## config.mk

```make
export PLATFORM = sky130hd
export DESIGN_NAME = mem_port_rr_arbiter
export DESIGN_NICKNAME = d
export VERILOG_FILES = /design/src/rtl/mem_arb_pkg.sv /design/src/rtl/mem_arb_id_fifo.sv /design/src/rtl/mem_port_rr_arbiter.sv
export SDC_FILE = /design/constraint.sdc
export NUM_CORES = 1
export LEC_CHECK = 0
export ABC_CLOCK_PERIOD_IN_PS = 5600
export CORE_AREA = 2 2 137 139
export CTS_BUF_LIST = sky130_fd_sc_hd__clkbuf_4 sky130_fd_sc_hd__clkbuf_8
export CTS_CLUSTER_DIAMETER = 100
export DETAILED_ROUTE_END_ITERATION = 6
export DIE_AREA = 0 0 139 141
export SYNTH_ARGS = -nofsm -noshare
export SYNTH_HDL_FRONTEND = slang
export SYNTH_SLANG_ARGS = --single-unit
```

## constraint.sdc

```tcl
create_clock -name clk -period 5.6 [get_ports clk]
set_clock_uncertainty 0.2 [all_clocks]
set_input_delay 0.84 -clock clk [delete_from_list [all_inputs] [get_ports clk]]
set_output_delay 0.84 -clock clk [all_outputs]
set_load 0.02 [all_outputs]
```

## src/rtl/mem_arb_pkg.sv

```systemverilog
// Shared definitions for the memory-port round-robin arbiter: requester ID type and
// a clog2 helper that never returns a zero width.
package mem_arb_pkg;

  function automatic int id_width(input int n);
    return (n > 1) ? $clog2(n) : 1;
  endfunction

  localparam int MAX_NB_REQ = 8;
  localparam int REQ_ID_W   = id_width(MAX_NB_REQ);

  typedef logic [REQ_ID_W-1:0] req_id_t;

endpackage

```

## src/rtl/mem_arb_id_fifo.sv

```systemverilog
// In-order FIFO of requester IDs for outstanding transactions; head is the owner of
// the next response. Push when full and pop when empty are ignored.
module mem_arb_id_fifo
  import mem_arb_pkg::*;
#(
  parameter int DEPTH = 2,
  parameter int WIDTH = REQ_ID_W
) (
  input  logic             clk,
  input  logic             rst_n,
  input  logic             push,
  input  logic [WIDTH-1:0] push_data,
  input  logic             pop,
  output logic             full,
  output logic             empty,
  output logic [WIDTH-1:0] head
);

  localparam int PTR_W = id_width(DEPTH);
  localparam int CNT_W = id_width(DEPTH + 1);

  logic [WIDTH-1:0] mem [DEPTH];
  logic [PTR_W-1:0] wr_ptr;
  logic [PTR_W-1:0] rd_ptr;
  logic [CNT_W-1:0] count;
  logic             push_ok;
  logic             pop_ok;

  function automatic logic [PTR_W-1:0] next_ptr(input logic [PTR_W-1:0] p);
    return (p == PTR_W'(DEPTH - 1)) ? '0 : p + PTR_W'(1);
  endfunction

  assign full    = (count == CNT_W'(DEPTH));
  assign empty   = (count == '0);
  assign head    = mem[rd_ptr];
  assign push_ok = push && !full;
  assign pop_ok  = pop && !empty;

  // NOTE: storage has no reset; entries are only read once count says they were written.
  always_ff @(posedge clk) begin
    if (push_ok) mem[wr_ptr] <= push_data;
  end

  // NOTE: sequential state uses non-blocking assignments so all flops update together.
  always_ff @(posedge clk or negedge rst_n) begin
    if (!rst_n) begin
      wr_ptr <= '0;
      rd_ptr <= '0;
      count  <= '0;
    end else begin
      if (push_ok) wr_ptr <= next_ptr(wr_ptr);
      if (pop_ok)  rd_ptr <= next_ptr(rd_ptr);
      case ({push_ok, pop_ok})
        2'b10:   count <= count + CNT_W'(1);
        2'b01:   count <= count - CNT_W'(1);
        default: count <= count;
      endcase
    end
  end

endmodule

```

## src/rtl/mem_port_rr_arbiter.sv

```systemverilog
// Round-robin arbiter sharing one req/gnt/rvalid memory port between NB_REQ requesters;
// an ID FIFO routes in-order responses back to the requester that issued them.
module mem_port_rr_arbiter
  import mem_arb_pkg::*;
#(
  parameter int NB_REQ          = 3,
  parameter int ADDR_WIDTH      = 32,
  parameter int DATA_WIDTH      = 32,
  parameter int MAX_OUTSTANDING = 2
) (
  input  logic                                   clk,
  input  logic                                   rst_n,
  input  logic [NB_REQ-1:0]                      req_i,
  input  logic [NB_REQ-1:0]                      we_i,
  input  logic [NB_REQ-1:0][DATA_WIDTH/8-1:0]    be_i,
  input  logic [NB_REQ-1:0][ADDR_WIDTH-1:0]      addr_i,
  input  logic [NB_REQ-1:0][DATA_WIDTH-1:0]      wdata_i,
  output logic [NB_REQ-1:0]                      gnt_o,
  output logic [NB_REQ-1:0]                      rvalid_o,
  output logic [DATA_WIDTH-1:0]                  rdata_o,
  output logic                                   mem_req_o,
  output logic                                   mem_we_o,
  output logic [DATA_WIDTH/8-1:0]                mem_be_o,
  output logic [ADDR_WIDTH-1:0]                  mem_addr_o,
  output logic [DATA_WIDTH-1:0]                  mem_wdata_o,
  input  logic                                   mem_gnt_i,
  input  logic                                   mem_rvalid_i,
  input  logic [DATA_WIDTH-1:0]                  mem_rdata_i,
  output logic                                   err_o
);

  req_id_t           rr_ptr;
  req_id_t           sel;
  req_id_t           head;
  logic [NB_REQ-1:0] hi_mask;
  logic [NB_REQ-1:0] masked_req;
  logic              fifo_full;
  logic              fifo_empty;
  logic              accept;
  logic              pop;

  // Lowest requester at or above the pointer wins; otherwise wrap to the lowest overall.
  // NOTE: every combinational output gets a default first so no latch is inferred.
  always_comb begin
    hi_mask = '0;
    sel     = '0;
    for (int i = 0; i < NB_REQ; i++) hi_mask[i] = (req_id_t'(i) >= rr_ptr);
    masked_req = req_i & hi_mask;
    for (int i = NB_REQ - 1; i >= 0; i--) if (req_i[i]) sel = req_id_t'(i);
    for (int i = NB_REQ - 1; i >= 0; i--) if (masked_req[i]) sel = req_id_t'(i);
  end

  // Full is taken from the registered count, so a same-cycle response never reopens the port.
  assign mem_req_o = (|req_i) && !fifo_full;
  assign accept    = mem_req_o && mem_gnt_i;
  assign pop       = mem_rvalid_i && !fifo_empty;
  assign rdata_o   = mem_rdata_i;

  always_comb begin
    mem_we_o    = 1'b0;
    mem_be_o    = '0;
    mem_addr_o  = '0;
    mem_wdata_o = '0;
    gnt_o       = '0;
    rvalid_o    = '0;
    for (int i = 0; i < NB_REQ; i++) begin
      if (sel == req_id_t'(i)) begin
        mem_we_o    = we_i[i];
        mem_be_o    = be_i[i];
        mem_addr_o  = addr_i[i];
        mem_wdata_o = wdata_i[i];
      end
      gnt_o[i]    = accept && (sel == req_id_t'(i));
      rvalid_o[i] = pop && (head == req_id_t'(i));
    end
  end

  always_ff @(posedge clk or negedge rst_n) begin
    if (!rst_n) begin
      rr_ptr <= '0;
      err_o  <= 1'b0;
    end else begin
      if (accept) rr_ptr <= (sel == req_id_t'(NB_REQ - 1)) ? '0 : sel + req_id_t'(1);
      if (mem_rvalid_i && fifo_empty) err_o <= 1'b1;
    end
  end

  mem_arb_id_fifo #(
    .DEPTH (MAX_OUTSTANDING),
    .WIDTH (REQ_ID_W)
  ) u_id_fifo (
    .clk       (clk),
    .rst_n     (rst_n),
    .push      (accept),
    .push_data (sel),
    .pop       (mem_rvalid_i),
    .full      (fifo_full),
    .empty     (fifo_empty),
    .head      (head)
  );

endmodule

```

==> results.yml, run 1 <==
pwr:
  p_clk_share_pct: 4.8
  p_switching_uw: 837.3
  power.total_mw: 1.701
  power_density_nw_per_um2: 330.8
  vdd_drop_max_uv: 196.4
  switching_share_pct: 49.22
  p_int_uw: 863.7
  power.share.sequential_pct: 9.6
  combPwrFrac_pct: 85.6
  p_leak_nw: 2.006
finish:
  num_antenna_cells: 0
  final_nets: 880
  stdcell_area_um2: 5141
  instances_no_fill: 866
  drive_gt1_share_pct: 2.057
  syn_to_final_growth_pct: 134.0
job:
  max_cap_viol_count: 0
global_routing:
  grt_overflow: 0
  grt_pass1_vias: 3630
  grt_use_total_pct: 11.91
  grt_pass1_wl_um: 19290
  antenna_found_initial: 0
  grt_max_degree: 71
sta:
  setup_viol_count_final: 0
  period_needed_ps: 4568
  maxSlewHeadroom_pct: 45.98
  fmax_ghz: 0.2189
  setup_tns_ps: 0
  final_hold_viol_count: 0
  drv_slew: 0
  tightest_slew_ps: 810.3
  rsz0062_at_grt: "no"
  post-route-period-util_pct: 81.57
clock_network:
  htree_levels: 1
  path_clk_slew_ps: 50
  cts_resized: 0
  cts_buffers: 3
  post_cts_buffers: 0
  tritoncts: "yes"
  cts_root_buf: "clkbuf_8"
  cts_sinks: 12
  clk_latency_ps: 240
  clock_tree.buffer_depth: 2
  holdBufCountCts: 0
detailed_routing:
  antenna_left: 0
  wirelength_um: 12230
  vias: 3601
  wl_met3_um: 833
  drtIter0Drc: 204
  wl_per_cell_um: 14.12
  drc: 0
  drt-met1-wl_um: 4921
  dr.pass1.iters: 4
  dr_wl_met2_um: 6164
  via_per_inst: 4.158
  maxUsedRoutingLayer: "met4"
floorplanning:
  io_pins: 355
  die_y_um: 141
  die-area_um2: 19600
  core_area_um2: 18270
  row_count: 50
  start_util_pct: 12.03
  dieWidth_um: 139
synth:
  synth_warnings: 0
  synth_nets: 642
  synthesis.area_um2: 2197
  yosysUniqueCellTypes: 28
  synthCells: 395
  ys_ff_latch: 12
  ys_seq_area_share_pct: 14.58
  avgSynthCellArea_um2: 5.562
place:
  post_dp_cell_area_um2: 5096
  gp_congestion: 0.7474
  place.port_buffers: 290
  dp_cells: 862
  dp_hpwl_um: 9454
setup_path:
  path_buf_inv: 4
  slowest_delay_ps: 640
  cp_slowest_cell: "clkdlybuf4s50_1"
  critical_path_arrival_ps: 3530
  critPathCaptureType: "output pin"
  cp.required_ps: 4560
  crit_family: "buffers and inverters"
  path_cells: "clkdlybuf4s50_1 -> nor4b_2 -> o31ai_4 -> inv_2 -> buf_12 -> a21oi_1 -> a21oi_1 -> clkdlybuf4s50_1"
  worstPathMaxFanout: 45
  path_class: "in -> out"
  cp.depth: 8
  r2r_cells: 6
  crit_path_start_kind: "input port"
run_status:
  outcome: "finished clean"
worst_hold_path:
  hold_path_depth: 1
  hold_class: "reg -> reg"
## layer usage
| metal | global-route usage [%] | up-vias |
|---|---|---|
| met5 | 0 | - |
| met4 | 3.562 | 0 |
| met3 | 1.766 | 37 |
| met2 | 21.65 | 175 |
| met1 | 14.54 | 1626 |
| li1 | - | 1763 |
## path summary, 6_finish.rpt
kind	slack, ps	to	from
worst max-delay path	1030	mem_wdata_o[31]	req_i[1]
worst min-delay path	270	err_o	err_o
worst max register to register	3370	rr_ptr[0]	rr_ptr[0]
worst min register to register	270	err_o	err_o
max in group asynchronous	4250	u_id_fifo.count[1]	rst_n
min in group asynchronous	680	u_id_fifo.rd_ptr	rst_n
## state kept, by name, indices dropped and copies added (netlist names)
| signal | cells |
|---|---|
| rr_ptr | 3 |
| u_id_fifo.mem | 4 |
| u_id_fifo.rd_ptr | 1 |
| u_id_fifo.count | 2 |
| err_o | 1 |
| u_id_fifo.wr_ptr | 1 |
## cell type report
type	count	area, um2
flip-flops and latches	12	320.3
inverters	8	30.03
clock buffers	3	41.29
repair buffers	295	2965
multi-input cells	313	1488
well taps	234	292.8
fillers	2016	13130
clock inverters	1	3.754
## worst reg2reg max path, cell delays in order, from the launching register on
cell,delay [ps]
dfrtp_1,440
nor3b_1,350
o31ai_4,130
inv_2,410
buf_12,290
nor3_1,140
a21o_1,160
## power by group through the flow
| stage | sequential, mW | combinational, mW | clock (mW) |
|---|---|---|---|
| 6_report | 0.164 | 1.46 | 0.0808 |
| 5_1_grt | 0.171 | 1.58 | 0.0877 |
| 4_1_cts | 0.163 | 1.48 | 0.0820 |
| 3_5_place_dp | 0.165 | 1.47 | 0 |
| 3_3_place_gp | 0.163 | 1.47 | 0 |
| 2_1_floorplan | 0.150 | 0.809 | 0 |
## synth_stat cells, drive strengths merged
| library cell | instances | area (um2) |
|---|---|---|
| buf | 46 | 310.3 |
| nor4b | 1 | 15.01 |
| nor3b | 1 | 7.510 |
| nand3 | 1 | 5.000 |
| nor3 | 3 | 15.01 |
| nand4bb | 1 | 11.26 |
| o31ai | 1 | 21.27 |
| a21oi | 138 | 690.7 |
| and3 | 1 | 6.260 |
| a22oi | 1 | 7.510 |
| a32oi | 1 | 8.760 |
| inv | 8 | 30.03 |
| nand2 | 70 | 262.8 |
| nor2 | 79 | 296.5 |
| o21ai | 2 | 10.01 |
| dfrtp | 8 | 200.2 |
| xnor2 | 4 | 35.03 |
| and2 | 1 | 6.260 |
| ha | 1 | 12.51 |
| a21o | 3 | 22.52 |
| edfxtp | 4 | 120.1 |
| clkbuf | 16 | 60.06 |
| o32a | 1 | 10.01 |
| a211o | 1 | 8.760 |
| xor2 | 1 | 8.760 |
| o2111ai | 1 | 15.01 |
## cell families after synthesis
group,Yosys count,synth area share (%)
compound gates,149,36.16
flops,12,14.58
simple gates,158,28.47
buf+inv,70,18.22
fa+ha+maj,1,0.5694
xor+xnor,5,1.993
## per-stage QoR
stage / hold WS, ps / setup slack [ps] / util [%]
after floorplan: 260.8 / 2541 / -
after global placement: 262.9 / 965.3 / 27.90
after detailed placement: 271.9 / 929.0 / 27.90
after CTS: 280.6 / 923.3 / 28.14
after global routing: 303.4 / 821.4 / 28.14
final: 274.0 / 1032 / 28.14
## cell usage in the layout, fill, tap and decap left out
cell / count
o31ai_4: 1
a21o_1: 3
nand3_1: 1
dfrtp_1: 8
buf_4: 3
and3_1: 1
buf_12: 2
nor2_1: 79
edfxtp_1: 4
nor3_1: 3
xor2_1: 1
inv_1: 6
a211o_1: 1
xnor2_1: 4
nor4b_2: 1
clkbuf_8: 3
inv_2: 2
a22oi_1: 1
nand4bb_1: 1
o21ai_0: 2
o2111ai_4: 1
a32oi_1: 1
and2_1: 1
ha_1: 1
clkinv_1: 1
clkdlybuf4s50_1: 290
a21oi_1: 138
nor3b_1: 1
nand2_1: 70
o32a_1: 1
No activity file was read; power rests on OpenSTA's default activity.
==> inputs of run 2 (changes only) <==
Settings changed: ABC_CLOCK_PERIOD_IN_PS 5600 to 3800.
Clock period 5.6 ns to 3.8 ns, I/O delays scaled along.
==> run 2 against run 1 <==
  * First-iteration DRC count grew 3.4%
  * Cell area grew 1.9%
  * Count of clock-buffer cells in the layout is the same
==> results.yml, run 2 (synthesis results as in run 1) <==
detailed_routing:
  drtIter0Drc: 211
  drc: 0
  antenna_left: 0
  wl_per_cell_um: 13.96
  wirelength_um: 12170
  vias: 3602
  dr.pass1.iters: 4
  via_per_inst: 4.131
clock_network:
  holdBufCountCts: 0
  clock_tree.buffer_depth: 2
  htree_levels: 1
  path_clk_slew_ps: 50
  clk_latency_ps: 240
  cts_sinks: 12
  cts_buffers: 3
  cts_root_buf: "clkbuf_8"
  tritoncts: "yes"
global_routing:
  antenna_found_initial: 0
  grt_max_degree: 43
  grt_pass1_vias: 3639
  grt_overflow: 0
  grt_pass1_wl_um: 18630
  grt_use_total_pct: 11.51
setup_path:
  worstPathMaxFanout: 33
  cp.required_ps: 3030
  critical_path_arrival_ps: 2910
  path_buf_inv: 4
  r2r_cells: 5
  path_class: "in -> out"
  cp-startpoint: "req_i[1]"
  ff2ff_setup_slack_ps: 1810
  critPathCaptureType: "output pin"
  cp_slowest_cell: "clkdlybuf4s50_1"
  cp.depth: 8
  cp-endpoint: "mem_addr_o[9]"
  path_cells: "clkdlybuf4s50_1 -> nor4b_2 -> o31ai_4 -> inv_2 -> buf_12 -> a21oi_1 -> a21oi_1 -> clkdlybuf4s50_1"
  rr_endpoint: "u_id_fifo.count[1]"
  slowest_delay_ps: 670
  crit_family: "buffers and inverters"
  crit_path_start_kind: "input port"
  r2r-start: "u_id_fifo.count[0]"
finish:
  num_antenna_cells: 0
  reg.largest.list: "u_id_fifo.mem (4), rr_ptr (3), u_id_fifo.count (2)"
  final_common_cell: "clkdlybuf4s50_1"
  mostFrequentLayoutCells: "clkdlybuf4s50_1, a21oi_1, nor2_1"
  largest_reg_flops: 4
  multi_input_area_um2: 1488
  regArea_um2: 320.3
  instances_no_fill: 872
  final_nets: 886
  fin_util_pct: 28.68
  stdcell_area_um2: 5240
  syn_to_final_growth_pct: 138.5
  regMostFlops: "u_id_fifo.mem"
  drive_gt1_share_pct: 2.978
  n_fill_cell: 2001
place:
  dp_cells: 868
  dp_hpwl_um: 9825
  gp_congestion: 0.7219
  post_dp_cell_area_um2: 5191
  place.port_buffers: 290
  dp_worst_setup_slack_ps: 38.80
sta:
  fmax_ghz: 0.2715
  hold-worst-slack_ps: 278.7
  maxSlewHeadroom_pct: 57.56
  period_needed_ps: 3684
  tightest_slew_ps: 629.9
  drv_slew: 0
  final_hold_viol_count: 0
  setup_tns_ps: 0
  setup_viol_count_final: 0
  rsz0062_at_grt: "no"
  fin_ws_ps: 116.4
  post-route-period-util_pct: 96.94
pwr:
  p_leak_nw: 2.054
  power.total_mw: 2.572
  vdd_drop_max_uv: 222.9
  power_density_nw_per_um2: 490.8
floorplanning:
  die-area_um2: 19600
  die_y_um: 141
  start_util_pct: 12.03
  core_area_um2: 18270
  dieWidth_um: 139
  io_pins: 355
  row_count: 50
run_status:
  outcome: "finished clean"
job:
  max_cap_viol_count: 0
worst_hold_path:
  hold_class: "reg -> reg"
==> run 2: cell type report <==
| type | instances | share of cell area [%] |
|---|---|---|
| repair buffers | 301 | 58.48 |
| clock inverters | 1 | 0.07163 |
| inverters | 8 | 0.5731 |
| well taps | 234 | 5.587 |
| flip-flops and latches | 12 | 6.113 |
| clock buffers | 3 | 0.7880 |
| multi-input cells | 313 | 28.39 |
==> run 2: worst min path at each step <==
stage                     startpoint     to  depth (start not counted)  slack [ps]
after global routing           err_o  err_o                          1         310
final                          err_o  err_o                          1         280
after floorplan                rst_n  err_o                          0          70
after detailed placement       err_o  err_o                          1         280
after CTS                      err_o  err_o                          1         290
after global placement         err_o  err_o                          1         270
==> run 2: timing repair <==
item                       in CTS  in global routing
hold endpoints to repair        0                  0
buffers inserted                0                  0
setup endpoints to repair       0                  2
gates resized for setup         0                  1
==> run 2: layer usage <==
layer	part of all wire, %	global-route usage, %	up-vias
met5	0	0	-
met4	2.5	3.349	0
met3	7.3	1.970	36
met2	50	20.97	179
met1	40	13.89	1611
li1	-	-	1776
==> run 2: power breakdown <==
part           leakage, nW  internal [mW]  switching (mW)
Combinational         1.90           1.07            1.14
Clock               0.0231         0.0712          0.0456
Sequential           0.132          0.185          0.0581
